===== src/rtl/master_out_port.sv =====
// Master-side bit-serial bus port: request handshake, LSB-first address and data
// shifting, write-burst beat streaming. Ports: req_*, beat_*, m_valid/s_ready, tx_*, enables.
module master_out_port #(
  parameter int ADDR_W  = 12,
  parameter int DATA_W  = 8,
  parameter int BURST_W = 13
) (
  input  logic               clk,
  input  logic               rstn,
  input  logic               req_valid,
  output logic               req_ready,
  input  logic [ADDR_W-1:0]  req_addr,
  input  logic [DATA_W-1:0]  req_wdata,
  input  logic               req_write,
  input  logic [BURST_W-1:0] req_burst,
  input  logic               beat_valid,
  output logic               beat_ready,
  input  logic [DATA_W-1:0]  beat_wdata,
  output logic               m_valid,
  input  logic               s_ready,
  output logic               tx_address,
  output logic               tx_data,
  output logic               read_enable,
  output logic               write_enable,
  output logic [BURST_W-1:0] burst,
  output logic               busy
);

  localparam int CW = $clog2(ADDR_W);
  localparam int NW = BURST_W - 1;

  typedef enum logic [2:0] {
    IDLE, ADDR_HS, ADDR_SHIFT,
    BEAT_WAIT, BEAT_HS, BEAT_SHIFT
  } state_t;

  state_t state, state_n;

  logic [ADDR_W-1:0]  addr_sr, addr_n;
  logic [DATA_W-1:0]  data_sr, data_n;
  logic [CW-1:0]      cnt, cnt_n;
  logic [NW-1:0]      bcnt, bcnt_n;
  logic               write_q, write_n;
  logic               req_ready_n, beat_ready_n;
  logic               m_valid_n, tx_addr_n, tx_data_n;
  logic               re_n, we_n;
  logic [BURST_W-1:0] burst_n;

  always_ff @(posedge clk or negedge rstn) begin
    if (!rstn) begin
      state        <= IDLE;
      addr_sr      <= '0;
      data_sr      <= '0;
      cnt          <= '0;
      bcnt         <= '0;
      write_q      <= 1'b0;
      req_ready    <= 1'b1;
      beat_ready   <= 1'b0;
      m_valid      <= 1'b0;
      tx_address   <= 1'b0;
      tx_data      <= 1'b0;
      read_enable  <= 1'b0;
      write_enable <= 1'b0;
      burst        <= '0;
      busy         <= 1'b0;
    end else begin
      state        <= state_n;
      addr_sr      <= addr_n;
      data_sr      <= data_n;
      cnt          <= cnt_n;
      bcnt         <= bcnt_n;
      write_q      <= write_n;
      req_ready    <= req_ready_n;
      beat_ready   <= beat_ready_n;
      m_valid      <= m_valid_n;
      tx_address   <= tx_addr_n;
      tx_data      <= tx_data_n;
      read_enable  <= re_n;
      write_enable <= we_n;
      burst        <= burst_n;
      busy         <= (state_n != IDLE);
    end
  end

  // Outputs are computed one cycle ahead so every port is a flop.
  // Shifting zeros into data_sr yields tx_data=0 past the data frame.
  always_comb begin
    state_n      = state;
    addr_n       = addr_sr;
    data_n       = data_sr;
    cnt_n        = cnt;
    bcnt_n       = bcnt;
    write_n      = write_q;
    req_ready_n  = req_ready;
    beat_ready_n = beat_ready;
    m_valid_n    = m_valid;
    tx_addr_n    = tx_address;
    tx_data_n    = tx_data;
    re_n         = read_enable;
    we_n         = write_enable;
    burst_n      = burst;
    unique case (state)
      IDLE: begin
        if (req_valid) begin
          state_n     = ADDR_HS;
          addr_n      = req_addr;
          data_n      = req_write ? req_wdata : '0;
          write_n     = req_write;
          burst_n     = req_burst;
          we_n        = req_write;
          re_n        = !req_write;
          req_ready_n = 1'b0;
          m_valid_n   = 1'b1;
          tx_addr_n   = req_addr[0];
          tx_data_n   = req_write & req_wdata[0];
          cnt_n       = '0;
        end
      end
      ADDR_HS: begin
        if (s_ready) begin
          state_n   = ADDR_SHIFT;
          m_valid_n = 1'b0;
          addr_n    = addr_sr >> 1;
          data_n    = data_sr >> 1;
          tx_addr_n = addr_sr[1];
          tx_data_n = data_sr[1];
          cnt_n     = CW'(1);
        end
      end
      ADDR_SHIFT: begin
        if (cnt == CW'(ADDR_W - 1)) begin
          tx_addr_n = 1'b0;
          tx_data_n = 1'b0;
          if (write_q && burst[0] &&
              (burst[BURST_W-1:1] != '0)) begin
            state_n      = BEAT_WAIT;
            bcnt_n       = '0;
            beat_ready_n = 1'b1;
          end else begin
            state_n     = IDLE;
            req_ready_n = 1'b1;
            re_n        = 1'b0;
            we_n        = 1'b0;
            burst_n     = '0;
          end
        end else begin
          addr_n    = addr_sr >> 1;
          data_n    = data_sr >> 1;
          tx_addr_n = addr_sr[1];
          tx_data_n = data_sr[1];
          cnt_n     = cnt + 1'b1;
        end
      end
      BEAT_WAIT: begin
        if (beat_valid) begin
          state_n      = BEAT_HS;
          data_n       = beat_wdata;
          beat_ready_n = 1'b0;
          m_valid_n    = 1'b1;
          tx_data_n    = beat_wdata[0];
        end
      end
      BEAT_HS: begin
        if (s_ready) begin
          state_n   = BEAT_SHIFT;
          m_valid_n = 1'b0;
          data_n    = data_sr >> 1;
          tx_data_n = data_sr[1];
          cnt_n     = CW'(1);
        end
      end
      BEAT_SHIFT: begin
        if (cnt == CW'(DATA_W - 1)) begin
          tx_data_n = 1'b0;
          bcnt_n    = bcnt + 1'b1;
          if (bcnt_n == burst[BURST_W-1:1]) begin
            state_n     = IDLE;
            req_ready_n = 1'b1;
            re_n        = 1'b0;
            we_n        = 1'b0;
            burst_n     = '0;
          end else begin
            state_n      = BEAT_WAIT;
            beat_ready_n = 1'b1;
          end
        end else begin
          data_n    = data_sr >> 1;
          tx_data_n = data_sr[1];
          cnt_n     = cnt + 1'b1;
        end
      end
      default: state_n = IDLE;
    endcase
  end

endmodule

===== config.mk =====
export PLATFORM = sky130hd
export DESIGN_NAME = master_out_port
export DESIGN_NICKNAME = d
export VERILOG_FILES = /design/src/rtl/master_out_port.sv
export SDC_FILE = /design/constraint.sdc
export NUM_CORES = 1
export LEC_CHECK = 0
export CAP_MARGIN = 20
export CORE_MARGIN = 4
export CORE_UTILIZATION = 45
export DETAILED_ROUTE_END_ITERATION = 8
export PLACE_DENSITY = 0.78
export SLEW_MARGIN = 20
export SYNTH_ARGS = -nofsm -noshare
export SYNTH_HDL_FRONTEND = slang
export SYNTH_SLANG_ARGS = --single-unit
export TNS_END_PERCENT = 1

===== constraint.sdc =====
create_clock -name clk -period 2.2 [get_ports clk]
set_input_delay 0.22 -clock clk [delete_from_list [all_inputs] [get_ports clk]]
set_output_delay 0.22 -clock clk [all_outputs]
set_load 0.02 [all_outputs]

== Word level (Yosys, flattened, before mapping) ==
Cells that the tools add are included.

* Bits in writable memories: 0
* Register bits: 61
* Bits in latches: 0
* Output and inout port bits: 21
* Word-level logic and storage cells: 131
* Memories kept: 0
* ROM bits: 0

* $lt $le $gt $ge: 0
* $add $sub $neg: 2
* Mux-type cells: 69
* Reductions and logical operators: 24
* Eq/ne operators: 20
* Bitwise gates (word level): 1
* Multipliers: 0
* Div/mod/pow operators: 0
* Shift operators: 0

{| class="wikitable"
|+ Operators by type and width
! kind !! number
|-
| $mux W12 || 6
|-
| $mux W13 || 5
|-
| $mux W8 || 6
|-
| $pmux W8 S5 || 1
|-
| $pmux W13 S3 || 1
|-
| $pmux W12 S3 || 1
|-
| $mux W1 || 27
|-
| $pmux W12 S2 || 1
|-
| $ne A2 B2 Y1 const B || 11
|-
| $mux W3 || 6
|-
| $pmux W1 S3 || 6
|-
| $pmux W3 S6 || 1
|-
| $reduce_and A6 Y1 || 3
|-
| $mux W4 || 4
|-
| $pmux W4 S4 || 1
|-
| $reduce_and A4 Y1 || 4
|-
| $reduce_bool A3 Y1 || 5
|-
| $add A12 B1 Y12 const B || 1
|-
| $eq A12 B12 Y1 || 1
|-
| $reduce_bool A12 Y1 || 1
|-
| $eq A3 B2 Y1 const B || 2
|-
| $eq A3 B3 Y1 const B || 2
|-
| $pmux W1 S5 || 1
|-
| $reduce_and A5 Y1 || 1
|-
| 16 further kinds || 18
|}

== Depth between registers and ports, before layout ==
Gate-level depths: netlist of run 1.

* Depth after elaboration: 6
* Gate-level depth with buffers: 9
* Mapped depth without buffers: 7

== Worst setup path before layout of run 1 ==
OpenSTA, ideal clock, no wires.

* Path type: register to register
* Start: reg bcnt[0]
* End: reg burst[10]
* Setup time: 0.141 ns
* Buffers on the path: 1
* Stages on the path, launching flop included: 9
* Setup slack: 0.024 ns
* Period minus slack after synthesis: 2.176 ns
* Data arrival time: 2.035 ns
* Path through: dfrtp_1 -> ha_1 -> nand2_1 -> or2_2 -> a221oi_2 -> nand4_2 -> nor3_4 -> buf_6 -> a31oi_1

* Longest elaborated chain between the ends: 4

{| class="wikitable"
|+ RTL lines
! what !! RTL line !! source
|-
| start: declaration || 42 || <nowiki>logic [NW-1:0] bcnt, bcnt_n;</nowiki>
|-
| start signal: assignment || 71 || <nowiki>bcnt <= bcnt_n;</nowiki>
|-
| $add A12 B1 Y12 || 175 || <nowiki>bcnt_n = bcnt + 1'b1;</nowiki>
|-
| $eq A12 B12 Y1 || 176 || <nowiki>if (bcnt_n == burst[BURST_W-1:1]) begin</nowiki>
|-
| $ne A2 B2 Y1 (no source line) || n/a ||
|-
| $reduce_and A6 Y1 (no source line) || n/a ||
|-
| end signal: assignment || 80 || <nowiki>burst <= burst_n;</nowiki>
|-
| end: declaration || 25 || <nowiki>output logic [BURST_W-1:0] burst,</nowiki>
|}

Every way passes these cells.
A chain may end at the register's enable or synchronous reset.

== Worst setup path in the final report of run 1 ==
* Start: reg bcnt[5]
* End: reg burst[8]

The elaborated chain is that of the path after synthesis.

==> flow_summary.yaml, run 1 <==
route:
  postRouteAntennaNets: 0
  drt_iter0_drc: 298
  routedWlPerCell_um: 17.1
  routed_wl_um: 10600
  via_per_inst: 5.99
  drc: 0
  via_count: 3734
  first_pass_iters: 5
critical_path:
  path_class: "flip-flop to flip-flop"
  reg2reg_depth: 8
  required_ps: 2410
  critPathLaunchType: "flip-flop"
  path_cells: "nand4_1, nor4_1, buf_4, xnor2_1, nand4_2, nor3_4, buf_12, a31oi_1"
  rr_startpoint: "bcnt[5]"
  cp_num_buf_inv: 2
  r2r_slack_ps: 90
  path_max_fanout: 15
  worst_path_max_delay_cell: "dfrtp_1"
  critical-path-top-delay-family: "simple AND/OR/NAND/NOR gates"
  endpoint_kind: "flip-flop"
  worstPathArrival_ps: 2320
  r2r-end: "burst[8]"
  critPathMaxStageDelay_ps: 460
yosys:
  synth_flop_cell: "dfrtp_1"
  synth_area_leader_cell: "dfrtp_1"
  synth_top_area_share_pct: 38.2
  yosys_warnings: 0
  synthesis.area_mm2: 0.00380
  ys_seq_elements: 59
  syn_inst: 434
  async_flop_share_pct: 100
  avgSynthCellArea_um2: 8.76
  ys_top_cells_by_area: "dfrtp_1, nand2_1, o21ai_0"
  synth-edff-count: 0
  synthDistinctLibCells: 57
  seq_area_frac_synth_pct: 38.8
  syn_nets: 483
timing:
  skew_ps: 7.89
  fin_tns_setup_ps: 0
  min_period_over_period_pct: 95.7
  slew_headroom_pct: 55.8
  max_freq_mhz: 475
  fin_ws_ps: 94.9
  fin_crit_ps: 2110
  finalHoldViolCount: 0
  setup_viol: 0
  worstMarginPinSlew_ps: 664
  rsz0062_at_grt: "true"
  slew_violations: 0
power:
  p_clk_share_pct: 16.6
  combPwrFrac_pct: 56.5
  pwr-share-seq_pct: 26.9
  power_density_mw_per_mm2: 1460
  p_switching_w: 0.00309
  switching_share_pct: 42.4
  vdd_drop_max_v: 0.000763
  p_leak_nw: 2.04
  p_int_w: 0.00421
cells_and_area:
  area_growth_pct: 31.9
  final_nets: 562
  final_cells: 623
  diodes: 0
  drive_gt1_share_pct: 17.2
  post-route-util_pct: 61.1
  fillCellCount: 690
  layout_common_cells: "clkdlybuf4s50_1, nand2_1, dfrtp_1"
  mostFrequentLayoutCell: "clkdlybuf4s50_1"
grt:
  grt_max_degree: 34
  grt_use_met2_pct: 36.2
  use_met1_pct: 29.1
  overflow: 0
  busiest_layer: "met2"
  grt_first_pass_wirelength_um: 17600
  grt_pass1_vias: 3573
  antenna_found_initial: 0
  grtUsageTotal_pct: 21.9
  use_met3_pct: 3.54
cts:
  clk_latency_ps: 350
  cts_made_buffers: 9
  clk_pin_slew_ps: 70
  clock_sinks: 59
  htree_num_levels: 3
  tritoncts: "built"
  cts_root_buf: "clkbuf_8"
  clock_path_buffers: 2
placement:
  io_buffers: 67
  dp_slack_ps: 41.6
  hpwl_um: 7600
  dp.cells: 606
  gp_congestion: 0.887
die:
  start_util_pct: 46.3
  die_w_um: 99.9
  fp-row-count: 33
  coreArea_mm2: 0.00822
  die_y_um: 99.9
  fp.dieArea_mm2: 0.00999
  ios: 68
run:
  cap_violations: 0
outcome:
  status: "complete, no violations"
hold_path:
  worstHoldPathType: "primary input to asynchronous set/reset pin"
[state kept, by name, summed over array words and instances, names as in the netlist]
name	count
burst	13
bcnt	12
addr_sr	11
data_sr	7
cnt	4
state	3
beat_ready	1
busy	1
m_valid	1
read_enable	1
req_ready	1
tx_address	1
tx_data	1
write_enable	1
write_q	1
[layer usage]
layer	part of all wire, %	wire [µm]
met5	0	0
met2	50	5360
met3	4.6	491
met1	44	4650
met4	1.4	145
[kinds of logic after synthesis]
kind of cell               synth area share (%)
buffers and inverters                      4.18
muxes                                      6.87
and+or+nand+nor                            18.4
xor gates and xnor gates                   4.14
AOI/OAI and AO/OA                          26.9
DFF                                        38.8
adders and majority gates                 0.658
[area by class of cell]
cell class	count	area (µm²)	share of cell area [%]
clock inverter	3	67.6	1.35
sequential	59	1480	29.5
multi-input combinational	339	2180	43.5
tap	105	131	2.62
clock buffer	13	179	3.57
inverter	5	18.8	0.374
timing repair buffer	99	958	19.1
[cells in the mapped netlist, types with 2 or more instances]
library cell	instances
nand2_1	60
dfrtp_1	58
o21ai_0	43
a21oi_1	23
a31oi_1	21
clkbuf_1	20
nor2_1	20
a31o_2	16
mux2i_1	16
a22oi_1	15
nor2b_1	10
mux2_2	9
nand3_1	9
xnor2_1	9
xor2_1	9
buf_2	7
o221ai_1	7
and2_1	6
inv_1	5
o22ai_1	5
o31ai_1	5
nor3_1	4
nor4_1	4
nand2b_1	3
nand4_1	3
o41ai_1	3
or3_1	3
a32o_1	2
a32oi_1	2
and3_1	2
buf_4	2
ha_1	2
nand3b_1	2
nor3b_1	2
o211ai_1	2
o21ai_1	2
o21bai_1	2
or2_2	2
[power by group through the flow]
stage	logic [W]	registers, W	clock network [W]
finish	0.00413	0.00196	0.00121
global route	0.00454	0.00202	0.00127
CTS	0.00412	0.00194	0.00123
detailed placement	0.00411	0.00196	0
global placement	0.00399	0.00195	0
floorplan	0.00256	0.00206	0
[repair_timing]
| action | in CTS | in global routing |
|---|---|---|
| hold buffers | 1 | 0 |
| setup buffers | 0 | 0 |
| gates resized for setup | 0 | 6 |
| hold endpoints to repair | 26 | 0 |
| endpoints found under the setup margin | 0 | 27 |
[worst max-delay path by stage]
stage	depth (start not counted)	slack [ps]	from	endpoint
2_1_floorplan	8	20	bcnt[0]	burst[10]
3_3_place_gp	8	70	bcnt[3]	burst[3]
3_5_place_dp	8	40	bcnt[3]	burst[8]
4_1_cts	8	1	bcnt[3]	burst[8]
5_1_grt	8	-20	bcnt[5]	burst[11]
6_report	8	90	bcnt[5]	burst[8]
[metrics by stage]
step | power [W] | cell area (µm²) | hold slack, ps
after floorplan | 0.00463 | 3800 | -75.6
after global placement | 0.00593 | 4750 | 281
after detailed placement | 0.00607 | 4750 | 291
after CTS | 0.00730 | 5010 | 444
after global routing | 0.00783 | 5020 | 482
final | 0.00731 | 5020 | 435
Note: power is estimated with default switching activity, not from simulation.
==> run 2: changes to the inputs <==
Settings changed: CORE_ASPECT_RATIO set to 1.4.
==> flow_summary.yaml, run 2 (synthesis gave the netlist of run 1 again) <==
outcome:
  status: "complete, no violations"
critical_path:
  worst_path_max_delay_cell: "dfrtp_1"
  path_class: "flip-flop to flip-flop"
  critPathLaunch: "bcnt[0]"
  critPathLaunchType: "flip-flop"
  path_max_fanout: 15
  critPathMaxStageDelay_ps: 380
  endpoint_kind: "flip-flop"
  required_ps: 2400
  path_cells: "ha_1, xnor2_1, o311ai_0, a221oi_2, nand4_2, nor3_4, buf_12, a31oi_1"
  rr_startpoint: "bcnt[0]"
  r2r-end: "burst[3]"
  worstPathArrival_ps: 2270
  r2r_slack_ps: 130
  endpoint: "burst[3]"
  reg2reg_depth: 8
die:
  die_y_um: 117
  coreArea_mm2: 0.00820
  fp-row-count: 39
  fp.dieArea_mm2: 0.0100
  start_util_pct: 46.4
  die_w_um: 85.7
  ios: 68
timing:
  min_period_over_period_pct: 94.1
  fin_crit_ps: 2070
  setup_viol: 0
  fin_tns_setup_ps: 0
  finalHoldViolCount: 0
  slew_headroom_pct: 56.8
  max_freq_mhz: 483
  slew_violations: 0
  worstMarginPinSlew_ps: 648
  whs_ps: 445
  skew_ps: 6.12
  rsz0062_at_grt: "false"
cts:
  clock_sinks: 59
  clk_pin_slew_ps: 50
  clk_latency_ps: 330
  clock_path_buffers: 2
  tritoncts: "built"
  htree_num_levels: 3
  cts_root_buf: "clkbuf_16"
  post_cts_buffers: 0
  cts_made_buffers: 9
route:
  routedWlPerCell_um: 17.4
  routed_wl_um: 10900
  drc: 0
  via_per_inst: 6.11
  first_pass_iters: 6
  postRouteAntennaNets: 0
  via_count: 3818
  drt_iter0_drc: 262
power:
  power_density_mw_per_mm2: 1480
  vdd_drop_max_v: 0.000861
  p_leak_nw: 2.09
grt:
  grt_max_degree: 35
  grtUsageTotal_pct: 22.3
  grt_pass1_vias: 3794
  antenna_found_initial: 0
  overflow: 0
  grt_first_pass_wirelength_um: 17900
placement:
  io_buffers: 67
  hpwl_um: 7720
  gp_congestion: 0.946
run:
  cap_violations: 0
cells_and_area:
  largest_reg_flops: 13
  drive_gt1_share_pct: 18.0
  top_regs: "burst x13, bcnt x12, addr_sr x11"
  top_register: "burst"
  area_growth_pct: 34.6
  final_nets: 567
  layout_common_cells: "clkdlybuf4s50_1, nand2_1, dfrtp_1"
  mostFrequentLayoutCell: "clkdlybuf4s50_1"
  diodes: 0
hold_path:
  worstHoldPathType: "primary input to asynchronous set/reset pin"
-- run 2: changes by cell type in the layout (fill, tap and decap cells not counted), moves of 3 or more --
cell       change
clkbuf_8      -12
clkinv_2       +3
clkbuf_16      +9
buf_4          +4
-- run 2: per-stage QoR --
step / cell area, µm² / total power (W) / util (%) / setup slack [ps] / instances
floorplan: 3800 / 0.00463 / - / 24.4 / 434
global placement: 4800 / 0.00602 / 58.5 / 110 / 608
detailed placement: 4800 / 0.00616 / 58.5 / 73.4 / 608
CTS: 5100 / 0.00757 / 62.2 / 106 / 625
global route: 5120 / 0.00808 / 62.4 / 18.4 / 625
finish: 5120 / 0.00757 / 62.4 / 129 / 625
-- run 2: where the power goes --
group	total, W	leakage, nW	switching, W	internal [W]
Sequential	0.00196	0.754	0.000448	0.00152
Combinational	0.00421	1.19	0.00223	0.00199
Clock	0.00139	0.145	0.000491	0.000900
Total	0.00757	2.09	0.00316	0.00440
-- run 2: metal layers --
| layer | global-route usage (%) | wire length (µm) |
|---|---|---|
| met1 | 26.3 | 4320 |
| met2 | 39.1 | 5620 |
| met3 | 4.13 | 617 |
| met4 | 11.1 | 332 |
| met5 | 0 | 0 |
-- run 2: layout make-up --
cell class                      count  area, µm²
Inverter                            5       18.8
Multi-Input combinational cell    339       2180
Fill cell                         700       3080
Clock inverter                      5       52.6
Timing Repair Buffer              104       1010
Tap cell                          102        128
Clock buffer                       11        243
Sequential cell                    59       1480
-- run 2: worst min path at each step --
stage	start	endpoint	slack, ps	cells past startpoint
after global routing	rstn	bcnt[7]	500	2
after global placement	rstn	bcnt[8]	270	1
final	rstn	bcnt[8]	440	2
after detailed placement	rstn	bcnt[8]	270	1
after floorplan	rstn	addr_sr[10]	-80	0
after CTS	rstn	bcnt[8]	470	2
-- run 2: what timing repair did --
action | CTS | global route
hold endpoints to repair | 25 | 0
resized for setup | 0 | 7
hold buffers | 1 | 0
setup endpoints to repair | 0 | 19
-- run 2: critical path, delay by kind of cell, from the launching register on --
kind,cells,cell delay [ps]
AO/OA/AOI/OAI,3,520
XOR/XNOR,1,150
adder cells (fa/ha/maj),1,340
buffers and inverters,1,180
flip-flops,1,380
AND/OR/NAND/NOR,2,360
